## src/rtl/uart_led_pkg.sv

```systemverilog
// uart_led_pkg: shared FSM states, frame constants and helpers for uart_led_ctrl
package uart_led_pkg;

    typedef enum logic [1:0] {
        S_SYNC = 2'd0,
        S_CMD  = 2'd1,
        S_ARG  = 2'd2,
        S_CHK  = 2'd3
    } led_fsm_t;

    localparam logic [7:0] SYNC_BYTE = 8'h55;
    localparam logic [7:0] OP_WRITE  = 8'h01;
    localparam logic [7:0] OP_SET    = 8'h02;
    localparam logic [7:0] OP_CLEAR  = 8'h03;
    localparam logic [7:0] OP_BLINK  = 8'h04;

    // Saturating byte increment: holds at 255 instead of wrapping.
    function automatic logic [7:0] sat_inc(input logic [7:0] v);
        return (v == 8'hFF) ? v : v + 8'd1;
    endfunction

endpackage

```

## src/rtl/led_blink_div.sv

```systemverilog
// led_blink_div: free-running divider producing a square-wave blink phase
module led_blink_div #(
    parameter int CLK_HZ   = 50_000_000,
    parameter int BLINK_HZ = 2
) (
    input  logic clk,
    input  logic rst_n,
    output logic phase
);

    localparam int HALF = (CLK_HZ / (2 * BLINK_HZ)) > 0 ? CLK_HZ / (2 * BLINK_HZ) : 1;
    localparam int W    = HALF > 1 ? $clog2(HALF) : 1;
    localparam logic [W-1:0] LAST = W'(HALF - 1);

    logic [W-1:0] cnt;

    // Count 0..HALF-1 and flip the phase each time the counter wraps.
    always_ff @(posedge clk or negedge rst_n) begin
        if (!rst_n) begin
            cnt   <= '0;
            phase <= 1'b0;
        end else if (cnt == LAST) begin
            cnt   <= '0;
            phase <= ~phase;
        end else begin
            cnt   <= cnt + W'(1);
        end
    end

endmodule

```

## src/rtl/uart_led_ctrl.sv

```systemverilog
// uart_led_ctrl: checksummed UART frame decoder driving an LED bank.
// Blink support (divider, mask, opcode 0x04) is built only when
// UART_LED_CTRL_BLINK_EN is defined; otherwise 0x04 is an unknown opcode.
module uart_led_ctrl import uart_led_pkg::*; #(
    parameter int N_LEDS      = 8,
    parameter int CLK_HZ      = 50_000_000,
    parameter int BLINK_HZ    = 2,
    parameter int TIMEOUT_CYC = 1_000_000
) (
    input  logic              clk,
    input  logic              rst_n,
    input  logic [7:0]        rx_data,
    input  logic              rx_valid,
    output logic [N_LEDS-1:0] leds,
    output logic              frame_ok,
    output logic              frame_err,
    output logic [7:0]        err_cnt
);

    localparam int TW = TIMEOUT_CYC > 1 ? $clog2(TIMEOUT_CYC) : 1;
    localparam logic [TW-1:0] TO_MAX = TW'(TIMEOUT_CYC - 1);

    led_fsm_t          fsm, fsm_d;
    logic              rx_valid_q;
    logic [7:0]        cmd, arg;
    logic [TW-1:0]     to_cnt;
    logic [N_LEDS-1:0] state, state_d, st_arg;
    logic              take, chk_ok, known, exec, bad, tmo;

    assign st_arg = arg[N_LEDS-1:0];

`ifdef UART_LED_CTRL_BLINK_EN
    logic              phase;
    logic [N_LEDS-1:0] mask, mask_d;

    led_blink_div #(
        .CLK_HZ   (CLK_HZ),
        .BLINK_HZ (BLINK_HZ)
    ) u_div (
        .clk   (clk),
        .rst_n (rst_n),
        .phase (phase)
    );

    assign known  = cmd inside {OP_WRITE, OP_SET, OP_CLEAR, OP_BLINK};
    assign mask_d = (exec && cmd == OP_BLINK) ? st_arg : mask;

    // Blink mask register, loaded only by an accepted blink frame.
    always_ff @(posedge clk or negedge rst_n) begin
        if (!rst_n) mask <= '0;
        else        mask <= mask_d;
    end

    // LEDs follow the next state so they change together with frame_ok.
    always_ff @(posedge clk or negedge rst_n) begin
        if (!rst_n) leds <= '0;
        else        leds <= state_d ^ (mask_d & {N_LEDS{phase}});
    end
`else
    assign known = cmd inside {OP_WRITE, OP_SET, OP_CLEAR};

    // LEDs follow the next state so they change together with frame_ok.
    always_ff @(posedge clk or negedge rst_n) begin
        if (!rst_n) leds <= '0;
        else        leds <= state_d;
    end
`endif

    // Byte strobe, frame verdict, timeout and next-state decode.
    always_comb begin
        take    = rx_valid & ~rx_valid_q;
        chk_ok  = (cmd ^ arg) == rx_data;
        exec    = take && fsm == S_CHK && chk_ok && known;
        bad     = take && fsm == S_CHK && !(chk_ok && known);
        tmo     = !take && fsm != S_SYNC && to_cnt == TO_MAX;
        state_d = !exec             ? state :
                  cmd == OP_WRITE   ? st_arg :
                  cmd == OP_SET     ? state | st_arg :
                  cmd == OP_CLEAR   ? state & ~st_arg : state;
        fsm_d   = fsm;
        if (tmo) fsm_d = S_SYNC;
        else if (take) begin
            case (fsm)
                S_SYNC:  fsm_d = (rx_data == SYNC_BYTE) ? S_CMD : S_SYNC;
                S_CMD:   fsm_d = S_ARG;
                S_ARG:   fsm_d = S_CHK;
                default: fsm_d = S_SYNC;
            endcase
        end
    end

    // Frame parser registers: edge detector, FSM, latched CMD/ARG.
    always_ff @(posedge clk or negedge rst_n) begin
        if (!rst_n) begin
            rx_valid_q <= 1'b0;
            fsm        <= S_SYNC;
            cmd        <= '0;
            arg        <= '0;
        end else begin
            rx_valid_q <= rx_valid;
            fsm        <= fsm_d;
            if (take && fsm == S_CMD) cmd <= rx_data;
            if (take && fsm == S_ARG) arg <= rx_data;
        end
    end

    // Inter-byte idle counter; held clear while hunting for SYNC.
    always_ff @(posedge clk or negedge rst_n) begin
        if (!rst_n)                            to_cnt <= '0;
        else if (take || tmo || fsm == S_SYNC) to_cnt <= '0;
        else                                   to_cnt <= to_cnt + TW'(1);
    end

    // LED state, status pulses and the saturating error counter.
    always_ff @(posedge clk or negedge rst_n) begin
        if (!rst_n) begin
            state     <= '0;
            frame_ok  <= 1'b0;
            frame_err <= 1'b0;
            err_cnt   <= '0;
        end else begin
            state     <= state_d;
            frame_ok  <= exec;
            frame_err <= bad | tmo;
            if (bad | tmo) err_cnt <= sat_inc(err_cnt);
        end
    end

endmodule

```

## config.mk

```make
export PLATFORM = sky130hd
export DESIGN_NAME = uart_led_ctrl
export DESIGN_NICKNAME = d
export VERILOG_FILES = /design/src/rtl/uart_led_pkg.sv /design/src/rtl/led_blink_div.sv /design/src/rtl/uart_led_ctrl.sv
export SDC_FILE = /design/constraint.sdc
export NUM_CORES = 1
export LEC_CHECK = 0
export CORE_UTILIZATION = 40
export CTS_BUF_LIST = sky130_fd_sc_hd__clkbuf_16
export CTS_CLUSTER_DIAMETER = 50
export DETAILED_ROUTE_END_ITERATION = 7
export PLACE_DENSITY_LB_ADDON = 0.1
export SLEW_MARGIN = 15
export SYNTH_ARGS = -nofsm -noshare
export SYNTH_HDL_FRONTEND = slang
export SYNTH_SLANG_ARGS = --single-unit
```

## constraint.sdc

```tcl
create_clock -name clk -period 1.8 [get_ports clk]
set_input_delay 0.45 -clock clk [delete_from_list [all_inputs] [get_ports clk]]
set_output_delay 0.45 -clock clk [all_outputs]
set_load 0.02 [all_outputs]
```

==> flow_summary.ini <==
[outcome]
outcome = complete, but fails checks
failed_checks = setup timing

[place]
port-buffer-count = 28
gp_congestion = 0.771
dp_hpwl_um = 4130
dp.cells = 424
dpl_cell_area_um2 = 3680

[finish]
drive_gt1_share_pct = 41.7
layout_commonest_cell = buf_4
fillers = 545
final_cell_mix = 58 x buf_4, 57 x dfrtp_1, 18 x nor2_1, 16 x mux2_2, 15 x xnor2_1
layout.nets = 372
finalInstanceArea_um2 = 4350
diodes = 0
area_delta_synth_final_pct = 52.9
final_cell_count_no_fill = 456

[grt]
antenna_found_initial = 0
grt_pass1_wl_um = 10900
grt_pass1_vias = 2351
grt_max_degree = 58
grt_use_total_pct = 19.3
overflow = 0

[sta]
fmax_mhz = 485
min_period_ns = 2.06
setup_ws_ns = -0.261
drv_slew = 0
tightest_slew_ns = 0.321
period_share_pct = 114
rsz0062_at_grt = true
maxSlewHeadroom_pct = 78.6
skew_ns = 0.00586
hold_viol = 0
setup_viol = 39

[synthesis]
synth_seq_cells = 57
synth_fa_ha_area_share_pct = 2.64
synthMuxAreaShare_pct = 7.83
yosysUniqueCellTypes = 45
syn_area_per_cell_um2 = 11.4
ys_seq_area_share_pct = 50.1
synth_top_family_by_area = simple AND/OR/NAND/NOR gates
synthSimpleGateAreaFrac_pct = 17.9
yosys.area_share.xor_xnor_pct = 11.1
synth_cells = 250
yosysWarnings = 0
synth_area_um2 = 2850
synth-compound-area-share_pct = 8.09
syn_nets = 267

[setup_path]
worst_path_largest_cell_delay_ns = 0.54
r2r_slack_ns = -0.26
rr_startpoint = to_cnt[12]
path_cells = or4_4, nor3_2, nand4b_1, nor2_4, o2111ai_2, mux2_4
path_class = reg2reg
critPathCaptureType = flip-flop
crit_arrival_ns = 2.27
cp_num_buf_inv = 0
crit_family = simple AND/OR/NAND/NOR gates
required_ns = 2.01
reg2regPathDepth = 6
crit_slowest_cell = or4_4
start_kind = flip-flop
crit_cells = 6
r2r_end = err_cnt[6]
crit_path_max_fanout = 4

[floorplan]
dieHeight_um = 86.3
die_area_um2 = 7450
rows = 30
start_util_pct = 41.6
io_pins = 29
fp.dieW_um = 86.3
core_um2 = 6830

[drt]
drt_iter0_drc = 81
drc = 0
wl_um = 6580
vias = 2260
ant_nets = 0
drtPass1Iterations = 4
viasPerCell = 4.96
wl_per_cell_um = 14.4

[pwr]
vdd_drop_max_mv = 0.669
p_leak_uw = 0.00215
clockPowerShare_pct = 30.7
combPwrFrac_pct = 36.0
switching_power_uw = 1660
power_density_nw_per_um2 = 1220
intPower_uw = 3670
swShare_pct = 31.1
power.share.sequential_pct = 33.3

[min_path]
hold_class = in2async

[cts]
cts_max_path_buffers = 2
cts_made_buffers = 9
htreeDepth = 3
insertion_delay_ns = 0.32
ctsHoldBuffers = 0
path_clk_slew_ns = 0.05
clockRootBuffer = clkbuf_16
cts_sinks = 57
cts_tree = built

[run]
cap_violations = 0
worst max path at each step:
| stage | slack, ns | to | start |
|---|---|---|---|
| global placement | -0.67 | err_cnt[4] | rx_data[7] |
| CTS | -0.25 | err_cnt[6] | cmd[3] |
| global route | -0.34 | err_cnt[6] | to_cnt[12] |
| detailed placement | -0.72 | flip-flop | rx_data[7] |
| floorplan | -0.17 | err_cnt[6] | to_cnt[12] |
| finish | -0.26 | err_cnt[6] | to_cnt[12] |
cell type report:
class | instances | area, um2 | area share, %
Multi-Input combinational cell | 180 | 1570 | 36.0
Sequential cell | 57 | 1430 | 32.8
Timing Repair Buffer | 99 | 922 | 21.2
Clock buffer | 9 | 225 | 5.18
Tap cell | 96 | 120 | 2.76
Clock inverter | 7 | 61.3 | 1.41
Inverter | 8 | 30.0 | 0.690
per-stage QoR:
stage | power [uW] | setup slack, ns | util [%] | TNS, ns | hold WS, ns
6_report | 5330 | -0.261 | 63.7 | -6.70 | 0.111
5_1_grt | 5590 | -0.343 | 63.7 | -10.16 | 0.156
4_1_cts | 5230 | -0.245 | 62.1 | -6.81 | 0.141
3_5_place_dp | 3280 | -0.725 | 53.8 | -17.15 | 0.481
3_3_place_gp | 3230 | -0.666 | 53.8 | -16.41 | 0.483
2_1_floorplan | 2590 | -0.168 | - | -0.392 | 0.154
logic make-up (layout without fill, tap and decap cells):
logic type,after synthesis,in the layout
buffers and inverters,13,123
adder cells (fa/ha/maj),6,6
XOR/XNOR,33,33
multiplexers,20,20
flip-flops,57,57
AO/OA/AOI/OAI,30,30
AND/OR/NAND/NOR,91,91
routing by layer:
metal | vias to the layer above | track usage [%] | share of wire [%]
met4 | 0 | 8.03 | 1.7
met2 | 28 | 33.8 | 52
li1 | 1100 | - | -
met1 | 1121 | 22.8 | 44
met5 | - | 0 | 0
met3 | 11 | 4.57 | 2.8
worst register-to-register path, cell delays in order (launching register included):
cell	delay, ns
dfrtp_1	0.38
or4_4	0.54
nor3_2	0.13
nand4b_1	0.21
nor2_4	0.21
o2111ai_2	0.16
mux2_4	0.32
power by group through the flow:
stage | clock network (uW) | logic [uW] | registers, uW
final | 1630 | 1920 | 1770
after detailed placement | 0 | 1540 | 1740
after CTS | 1660 | 1840 | 1740
after global placement | 0 | 1500 | 1730
after global routing | 1730 | 2060 | 1800
after floorplan | 0 | 805 | 1780
synth_stat cells (all sizes together):
| cell type | count | area [um2] |
|---|---|---|
| nor3b | 1 | 7.51 |
| and3b | 1 | 8.76 |
| xor2 | 12 | 105 |
| mux2 | 18 | 203 |
| nor4bb | 1 | 10.0 |
| o22a | 3 | 26.3 |
| a22o | 2 | 17.5 |
| nor4 | 3 | 46.3 |
| and4 | 1 | 8.76 |
| a311oi | 8 | 76.3 |
| nor2b | 3 | 18.8 |
| mux2i | 2 | 20.0 |
| and3 | 10 | 62.6 |
| nor3 | 3 | 20.0 |
| ha | 6 | 75.1 |
| buf | 4 | 32.5 |
| nand4 | 5 | 31.3 |
| o2111ai | 2 | 17.5 |
| dfrtp | 57 | 1430 |
| or4 | 1 | 11.3 |
| o21a | 3 | 22.5 |
| clkbuf | 1 | 3.75 |
| inv | 8 | 30.0 |
| nand2b | 1 | 6.26 |
| nand4b | 2 | 17.5 |
| and4b | 1 | 10.0 |
| a21oi | 9 | 48.8 |
| nor2 | 33 | 131 |
| or2 | 1 | 6.26 |
| nand3 | 9 | 45.0 |
| nor4b | 2 | 17.5 |
| xnor2 | 19 | 166 |
| nand2 | 13 | 48.8 |
| o21ai | 2 | 13.8 |
| o211ai | 1 | 7.51 |
| xnor3 | 2 | 45.0 |
repair_timing:
action,CTS,global route
pin swaps,38,7
setup endpoints to repair,43,48
gates resized for setup,53,24
buffers inserted,13,1
gates cloned,2,0
(Power assumes the default switching activity.)
